[src/rtl/contador_hora_alarma_if.sv]
// Control inputs and BCD clock/alarm outputs of the time-of-day counter.
// The counter connects through the slave modport; its driver uses the master modport.
interface contador_hora_alarma_if;
    logic       tick_in;
    logic [1:0] modo;
    logic       inc_min;
    logic       inc_hr;
    logic       alarma_en;
    logic       apagar;

    logic [1:0] hr_d;
    logic [3:0] hr_u;
    logic [2:0] min_d;
    logic [3:0] min_u;
    logic [1:0] al_hr_d;
    logic [3:0] al_hr_u;
    logic [2:0] al_min_d;
    logic [3:0] al_min_u;
    logic       sonando;

    modport master (
        output tick_in, modo, inc_min, inc_hr, alarma_en, apagar,
        input  hr_d, hr_u, min_d, min_u,
        input  al_hr_d, al_hr_u, al_min_d, al_min_u,
        input  sonando
    );

    modport slave (
        input  tick_in, modo, inc_min, inc_hr, alarma_en, apagar,
        output hr_d, hr_u, min_d, min_u,
        output al_hr_d, al_hr_u, al_min_d, al_min_u,
        output sonando
    );
endinterface

[src/rtl/contador_hora_alarma.sv]
// BCD time of day (00:00-23:59) advanced by the 1-minute divider, with a settable alarm.
// The alarm rings through a small IDLE/RING/DONE state machine.
module contador_hora_alarma #(
    parameter int unsigned ALARM_DUR_MIN = 1,
    parameter int unsigned AL_RST_HR     = 6
) (
    input logic                   reloje,
    input logic                   rst_n,
    contador_hora_alarma_if.slave bus
);

    localparam int unsigned HR_W   = 6;
    localparam int unsigned MIN_W  = 7;
    localparam int unsigned RING_W = 6;

    localparam logic [1:0]        AL_RST_D   = 2'(AL_RST_HR / 10);
    localparam logic [3:0]        AL_RST_U   = 4'(AL_RST_HR % 10);
    localparam logic [RING_W-1:0] RING_LIMIT = RING_W'(ALARM_DUR_MIN);
    localparam logic [MIN_W-1:0]  MIN_LAST   = {3'd5, 4'd9};
    localparam logic [HR_W-1:0]   HR_LAST    = {2'd2, 4'd3};

    typedef enum logic [1:0] {
        IDLE = 2'd0,
        RING = 2'd1,
        DONE = 2'd2
    } state_t;

    // Minutes are {tens[2:0], units[3:0]}; 59 wraps to 00.
    function automatic logic [MIN_W-1:0] min_next(input logic [MIN_W-1:0] m);
        logic [MIN_W-1:0] r;
        r = m;
        if (m[3:0] == 4'd9) begin
            r[3:0] = 4'd0;
            r[6:4] = (m[6:4] == 3'd5) ? 3'd0 : m[6:4] + 3'd1;
        end else begin
            r[3:0] = m[3:0] + 4'd1;
        end
        return r;
    endfunction

    // Hours are {tens[1:0], units[3:0]}; 23 wraps to 00.
    function automatic logic [HR_W-1:0] hr_next(input logic [HR_W-1:0] h);
        logic [HR_W-1:0] r;
        r = h;
        if (h == HR_LAST) begin
            r = '0;
        end else if (h[3:0] == 4'd9) begin
            r[3:0] = 4'd0;
            r[5:4] = h[5:4] + 2'd1;
        end else begin
            r[3:0] = h[3:0] + 4'd1;
        end
        return r;
    endfunction

    logic [2:0] tick_sync;
    logic [2:0] min_sync;
    logic [2:0] hr_sync;
    logic       tick;
    logic       min_p;
    logic       hr_p;
    logic       set_time;
    logic       set_alarm;

    logic [HR_W-1:0]  hr_q, hr_n;
    logic [MIN_W-1:0] min_q, min_n;
    logic [HR_W-1:0]  al_hr_q, al_hr_n;
    logic [MIN_W-1:0] al_min_q, al_min_n;
    logic             time_chg_q, time_chg_n;
    logic             match;

    state_t            state, state_n;
    logic [RING_W-1:0] ring_cnt, ring_cnt_n, ring_cnt_inc;
    logic              sonando_q, sonando_n;

    // Two-flop synchronisers plus one delay flop for rising-edge detection.
    always_ff @(posedge reloje) begin
        if (!rst_n) begin
            tick_sync <= '0;
            min_sync  <= '0;
            hr_sync   <= '0;
        end else begin
            tick_sync <= {tick_sync[1:0], bus.tick_in};
            min_sync  <= {min_sync[1:0],  bus.inc_min};
            hr_sync   <= {hr_sync[1:0],   bus.inc_hr};
        end
    end

    assign tick      = tick_sync[1] & ~tick_sync[2];
    assign min_p     = min_sync[1]  & ~min_sync[2];
    assign hr_p      = hr_sync[1]   & ~hr_sync[2];
    assign set_time  = (bus.modo == 2'b01);
    assign set_alarm = (bus.modo == 2'b10);

    always_comb begin
        hr_n       = hr_q;
        min_n      = min_q;
        al_hr_n    = al_hr_q;
        al_min_n   = al_min_q;
        time_chg_n = 1'b0;
        if (set_time) begin
            // Manual edits never carry between minutes and hours.
            if (min_p) min_n = min_next(min_q);
            if (hr_p)  hr_n  = hr_next(hr_q);
            time_chg_n = min_p | hr_p;
        end else if (tick) begin
            min_n = min_next(min_q);
            if (min_q == MIN_LAST) hr_n = hr_next(hr_q);
            time_chg_n = 1'b1;
        end
        if (set_alarm) begin
            if (min_p) al_min_n = min_next(al_min_q);
            if (hr_p)  al_hr_n  = hr_next(al_hr_q);
        end
    end

    always_ff @(posedge reloje) begin
        if (!rst_n) begin
            hr_q       <= '0;
            min_q      <= '0;
            al_hr_q    <= {AL_RST_D, AL_RST_U};
            al_min_q   <= '0;
            time_chg_q <= 1'b0;
        end else begin
            hr_q       <= hr_n;
            min_q      <= min_n;
            al_hr_q    <= al_hr_n;
            al_min_q   <= al_min_n;
            time_chg_q <= time_chg_n;
        end
    end

    assign match        = (hr_q == al_hr_q) && (min_q == al_min_q);
    assign ring_cnt_inc = ring_cnt + RING_W'(1);

    // Alarm state register; sonando and the ring counter are registered alongside it.
    always_ff @(posedge reloje) begin
        if (!rst_n) begin
            state     <= IDLE;
            ring_cnt  <= '0;
            sonando_q <= 1'b0;
        end else begin
            state     <= state_n;
            ring_cnt  <= ring_cnt_n;
            sonando_q <= sonando_n;
        end
    end

    // Only a fresh time change onto the alarm starts ringing, so a static match is ignored.
    always_comb begin
        state_n = state;
        case (state)
            IDLE: begin
                if (bus.alarma_en && !set_time && match && time_chg_q) state_n = RING;
            end
            RING: begin
                if (!bus.alarma_en || set_time)              state_n = IDLE;
                else if (bus.apagar)                         state_n = DONE;
                else if (tick && (ring_cnt_inc >= RING_LIMIT)) state_n = DONE;
            end
            DONE: begin
                if (!match) state_n = IDLE;
            end
            default: state_n = IDLE;
        endcase
    end

    always_comb begin
        ring_cnt_n = ring_cnt;
        sonando_n  = (state_n == RING);
        if (state != RING) begin
            ring_cnt_n = '0;
        end else if (tick) begin
            ring_cnt_n = ring_cnt_inc;
        end
    end

    assign bus.hr_d     = hr_q[5:4];
    assign bus.hr_u     = hr_q[3:0];
    assign bus.min_d    = min_q[6:4];
    assign bus.min_u    = min_q[3:0];
    assign bus.al_hr_d  = al_hr_q[5:4];
    assign bus.al_hr_u  = al_hr_q[3:0];
    assign bus.al_min_d = al_min_q[6:4];
    assign bus.al_min_u = al_min_q[3:0];
    assign bus.sonando  = sonando_q;

endmodule

[src/flat_wrapper.sv]
// flat-port wrapper written by rule: the top's interface ports become plain ports
module contador_hora_alarma_flat 
#(
    parameter int unsigned ALARM_DUR_MIN = 1,
    parameter int unsigned AL_RST_HR     = 6
)
  (reloje, rst_n, bus_tick_in, bus_modo, bus_inc_min, bus_inc_hr, bus_alarma_en, bus_apagar, bus_hr_d, bus_hr_u, bus_min_d, bus_min_u, bus_al_hr_d, bus_al_hr_u, bus_al_min_d, bus_al_min_u, bus_sonando);
  contador_hora_alarma_if bus_i ();
  input logic reloje;
  input logic rst_n;
  input wire logic [$bits(bus_i.tick_in)-1:0] bus_tick_in;
  input wire logic [$bits(bus_i.modo)-1:0] bus_modo;
  input wire logic [$bits(bus_i.inc_min)-1:0] bus_inc_min;
  input wire logic [$bits(bus_i.inc_hr)-1:0] bus_inc_hr;
  input wire logic [$bits(bus_i.alarma_en)-1:0] bus_alarma_en;
  input wire logic [$bits(bus_i.apagar)-1:0] bus_apagar;
  output wire logic [$bits(bus_i.hr_d)-1:0] bus_hr_d;
  output wire logic [$bits(bus_i.hr_u)-1:0] bus_hr_u;
  output wire logic [$bits(bus_i.min_d)-1:0] bus_min_d;
  output wire logic [$bits(bus_i.min_u)-1:0] bus_min_u;
  output wire logic [$bits(bus_i.al_hr_d)-1:0] bus_al_hr_d;
  output wire logic [$bits(bus_i.al_hr_u)-1:0] bus_al_hr_u;
  output wire logic [$bits(bus_i.al_min_d)-1:0] bus_al_min_d;
  output wire logic [$bits(bus_i.al_min_u)-1:0] bus_al_min_u;
  output wire logic [$bits(bus_i.sonando)-1:0] bus_sonando;
  assign bus_i.tick_in = bus_tick_in;
  assign bus_i.modo = bus_modo;
  assign bus_i.inc_min = bus_inc_min;
  assign bus_i.inc_hr = bus_inc_hr;
  assign bus_i.alarma_en = bus_alarma_en;
  assign bus_i.apagar = bus_apagar;
  assign bus_hr_d = bus_i.hr_d;
  assign bus_hr_u = bus_i.hr_u;
  assign bus_min_d = bus_i.min_d;
  assign bus_min_u = bus_i.min_u;
  assign bus_al_hr_d = bus_i.al_hr_d;
  assign bus_al_hr_u = bus_i.al_hr_u;
  assign bus_al_min_d = bus_i.al_min_d;
  assign bus_al_min_u = bus_i.al_min_u;
  assign bus_sonando = bus_i.sonando;
  contador_hora_alarma #(.ALARM_DUR_MIN(ALARM_DUR_MIN), .AL_RST_HR(AL_RST_HR)) u_core (.reloje(reloje), .rst_n(rst_n), .bus(bus_i));
endmodule
[config.mk]
export PLATFORM = sky130hd
export DESIGN_NAME = contador_hora_alarma_flat
export DESIGN_NICKNAME = d
export VERILOG_FILES = /design/src/rtl/contador_hora_alarma_if.sv /design/src/rtl/contador_hora_alarma.sv /design/src/flat_wrapper.sv
export SDC_FILE = /design/constraint.sdc
export NUM_CORES = 1
export LEC_CHECK = 0
export CAP_MARGIN = 20
export CORE_AREA = 2 2 77 79
export CTS_CLUSTER_DIAMETER = 30
export CTS_CLUSTER_SIZE = 8
export DETAILED_ROUTE_END_ITERATION = 12
export DIE_AREA = 0 0 79 81
export PLACE_DENSITY_LB_ADDON = 0.05
export SLEW_MARGIN = 15
export SYNTH_ARGS = -nofsm -noshare
export SYNTH_HDL_FRONTEND = slang
export SYNTH_SLANG_ARGS = --single-unit
[constraint.sdc]
create_clock -name reloje -period 2.3 [get_ports reloje]
set_input_delay 0.46 -clock reloje [delete_from_list [all_inputs] [get_ports reloje]]
set_output_delay 0.46 -clock reloje [all_outputs]
set_load 0.03 [all_outputs]
======== Yosys cells after proc, flatten, opt, wreduce, memory -nomap -nowiden ========
Index checks and enable logic that the tools add are counted.
storage, ports and cells
  register bits ........................... 45
  word-level logic and storage cells ...... 95
  input bits .............................. 9
cells by class
  equality and inequality tests ........... 19
  bitwise gates (word level) .............. 8
  order comparisons ....................... 1
  add/subtract/negate cells ............... 9
  muxes and demuxes ....................... 26
  reduce and logical (&&, ||, !) cells .... 19
operator list
  kind                 count
  $mux 6               6
  $mux 7               3
  $add 4x1->4 const B  4
  $eq 4x4->1 const B   4
  $mux 4               4
  $mux 2               7
  $eq 6x6->1 const B   2
  $mux 3               3
  $reduce_and 3->1     3
  $eq 7x7->1           1
  $eq 7x7->1 const B   1
  $add 3x1->3 const B  2
  $add 6x1->6 const B  1
  $eq 2x1->1 const B   3
  $eq 3x3->1 const B   2
  $eq 6x6->1           1
  $ge 6x1->1 const B   1
  $ne 2x1->1 const B   3
  $pmux 2 s3           1
  $reduce_and 2->1     3
  $reduce_bool 2->1    3
  $logic_and 1x1->1    5
  $add 2x1->2 const B  2
  $eq 2x2->1 const B   2
  other kinds (8)      15

======== Logic depth before layout (Yosys ltp) ========
  depth in word-level cells ............... 8
  depth in mapped cells ................... 7
  mapped depth without buffers ............ 7

======== Least setup slack after synthesis ========
Ideal clock, no wire load.
  path kind ............................... register -> register
  start ................................... register u_core.al_hr_q[0]
  end ..................................... register u_core.al_hr_q[4]
  setup slack ............................. 0.554 ns
  buffers on the path ..................... 0
  cell stages (with the launch flop) ...... 7
  data arrival time ....................... 1.675 ns
  required time ........................... 2.229 ns
  period minus slack after synthesis ...... 1.746 ns
  library setup time ...................... 0.071 ns
  cells stage by stage .................... dfxtp_1 ha_1 nand4bb_1 a21oi_1 nand2_1 a211o_1 a21oi_1
between the ends
  longest elaborated chain between the ends .. 3
  elaborated cells between the ends (all ways) .. 5
  those cells by class .................... eq/ne (2); mux (1); reduce/logical (2)
RTL lines
  item                                             line                                                    source
  start: declaration                               contador_hora_alarma.sv:67                              logic [HR_W-1:0] al_hr_q, al_hr_n;
  start signal: assignment                         contador_hora_alarma.sv:121                             al_hr_q <= {AL_RST_D, AL_RST_U};
  start signal: assignment                         contador_hora_alarma.sv:127                             al_hr_q <= al_hr_n;
  $eq 6x6->1 / $eq 4x4->1 (equally long branches)  contador_hora_alarma.sv:45, contador_hora_alarma.sv:47
  $reduce_bool 2->1 (no line)                      n/a
  $reduce_and 3->1 (no line)                       n/a
Parallel ways exist; a longest one is shown, timed or not.
A chain may end at the register's enable or synchronous reset.

======== Worst setup path after layout ========
  start ................................... register u_core.min_q[1]
  end ..................................... output port bus_min_u[1]
RTL lines
  item                      line                         source
  start: declaration        contador_hora_alarma.sv:66   logic [MIN_W-1:0] min_q, min_n;
  start signal: assignment  contador_hora_alarma.sv:126  min_q <= min_n;
  end: declaration          flat_wrapper.sv:20           output wire logic [$bits(bus_i.min_u)-1:0] bus_min_u;
No word-level cell between the ends.

==> metrics <==
status completed; HPWL after DPL 3380 µm; Longest Clk Path Bufs 2; Critical Path Stages 1; number of max-cap violations 0; Fill cells 580; vias in the first global route 1603; DRC 0; Finished Cell Area 2730 µm²; worst hold path class register to register; Power Dens Cells 501 nW/µm²; RSZ-0062 raised after global routing false; synth cell count leaders dfxtp_1 (45), nor2_1 (28), nand2_1 (20); Starting DRT DRC Count 54; dominant cell type by area after synthesis dfxtp_1; Final #Nets 303; total wire length 4640 µm; first-pass GRT wire length 7600 µm; Worst Clk Skew 0.00293 ns; Cell Rows 28; vias per cell 4.98; initial antenna violation count 0; Worst Path Max Fanout 10; input/output buffers 35; total grt overflow 0; fin crit period 2.01 ns; share of layout cells above drive strength 1 0.0799; setup_tns 0 ns; Final period util 0.873; #FFs+latches synth 45; Clock transition at path regs 0.08 ns; clk sinks 45; endpoints failing hold 0; Syn-to-layout area delta 25.4%; ANT cells 0; Async SR Flop Fraction 0; Die Y-Extent 81 µm; post-CTS sizing 0; Post-synth EDFFs 0; Mapped Cells 246; Cell variety after synth 53; critical path arrival 1.55 ns; wire length per cell 12.8 µm; Final ANT Viol Nets 0; warnings from Yosys 0; leakage 1.06 nW; routability cong. 0.734; count leader, synth dfxtp_1; hold path depth 1; Syn Nets 261; Tightest Pin Transition 0.334 ns; mean post-synth cell area 8.86 µm²; Initial Utilization 0.384; CP top delay family buffers and inverters; CP startpoint kind register; final setup violation count 0; worst skew pair latency 0.29 ns; CTS H-tree depth 2; crit-path cells clkdlybuf4s50_1; Mapped Area 2180 µm²; DR vias 1808; placed inst area 2650 µm²; Slew Limit Fails 0; Max transition margin 0.777; core outline area 5680 µm²; worst-case reg-to-reg path depth 5; Seq/Total Area, Yosys 0.414; Worst setup EP type output port; CP max stage delay 0.74 ns; Post-synth top flop dfxtp_1; CTS Hold Buffers Added 0; post-CTS setup buffer count 0; worst hold slack 0.437 ns; CTS Root Cell clkbuf_8; CTS buffer count 5; DIE WIDTH 79 µm; largest cells by area after synthesis dfxtp_1 (41%), xor2_1 (6.4%), nor2_1 (4.8%), ha_1 (3.4%), nand2_1 (3.4%); area share of the largest cell type after synthesis 0.414; die area 6400 µm²; slowest CP cell clkdlybuf4s50_1; required time of the critical path 1.84 ns; Max Fclk 0.498 GHz; largest net degree at the start of global routing 18; Buf/Inv on CP 1; Tot GR Track Use 0.152; worst setup path category register to output port; peak ir drop on the vdd network 237 µV; boundary pin count 36; TritonCTS clock tree done; DRT Pass-1 Iters 4
-- area by class of cell --
cell class                      count  area, µm²  area share
Sequential cell                    45        901       0.330
Clock buffer                        7       86.3      0.0316
Timing Repair Buffer               44        418       0.153
Multi-Input combinational cell    186       1210       0.443
Inverter                            6       22.5     0.00824
Tap cell                           75       93.8      0.0343
-- final timing paths --
path                                           to  slack, ns              start
worst max register to register     u_core.hr_q[2]       0.55    u_core.min_q[3]
worst max-delay path                 bus_min_u[1]       0.29    u_core.min_q[1]
worst min-delay path            u_core.hr_sync[1]       0.44  u_core.hr_sync[0]
worst min register to register  u_core.hr_sync[1]       0.44  u_core.hr_sync[0]
-- power breakdown --
part / internal, mW / switching (mW) / total [mW]
sequential: 0.789 / 0.00916 / 0.798
combinational: 0.0397 / 0.0396 / 0.0793
clock: 0.239 / 0.253 / 0.492
-- stage by stage --
step | power [mW] | setup WS (ns) | cells | utilization
2_1_floorplan | 0.859 | 0.554 | 246 | -
3_3_place_gp | 0.897 | 0.163 | 356 | 0.466
3_5_place_dp | 0.897 | 0.0712 | 356 | 0.466
4_1_cts | 1.40 | 0.273 | 363 | 0.481
5_1_grt | 1.43 | 0.166 | 363 | 0.481
6_report | 1.37 | 0.291 | 363 | 0.481
-- sequential cells by signal, indices dropped and copies added, names as in the netlist --
signal and count:
u_core.al_hr_q 6, u_core.al_min_q 7, u_core.bus.sonando 1, u_core.hr_q 6
u_core.hr_sync 3, u_core.min_q 7, u_core.min_sync 3, u_core.ring_cnt 6
u_core.state 2, u_core.tick_sync 3, u_core.time_chg_q 1
-- placed cells by master (no fill, tap or decap), drive strengths merged, types with 5 or more instances in the layout --
cell / count
a21oi: 8
and2: 11
dfxtp: 45
buf: 9
nand3: 6
clkdlybuf4s50: 35
clkbuf: 7
ha: 6
nor2: 28
nor3: 6
xnor2: 8
nand4: 5
o21ai: 15
nor2b: 8
xor2: 16
nand2: 21
inv: 5
-- kinds of logic (layout without fill, tap and decap cells) --
family / after synthesis / after routing / share of synthesized area
simple gates: 111 / 111 / 0.284
flops: 45 / 45 / 0.414
compound gates: 40 / 40 / 0.118
xor+xnor: 24 / 24 / 0.0965
buf+inv: 15 / 57 / 0.0304
fa+ha+maj: 6 / 6 / 0.0345
mux: 5 / 5 / 0.0236
-- metal layers --
layer  vias up  GRT usage  routed length (µm)
met2        28      0.250                2100
li1        943          -                   -
met3         7     0.0267                 149
met4         0     0.0672                  82
met1       830      0.196                2310
met5         -          0                   0
No activity file was read; power rests on OpenSTA's default activity.
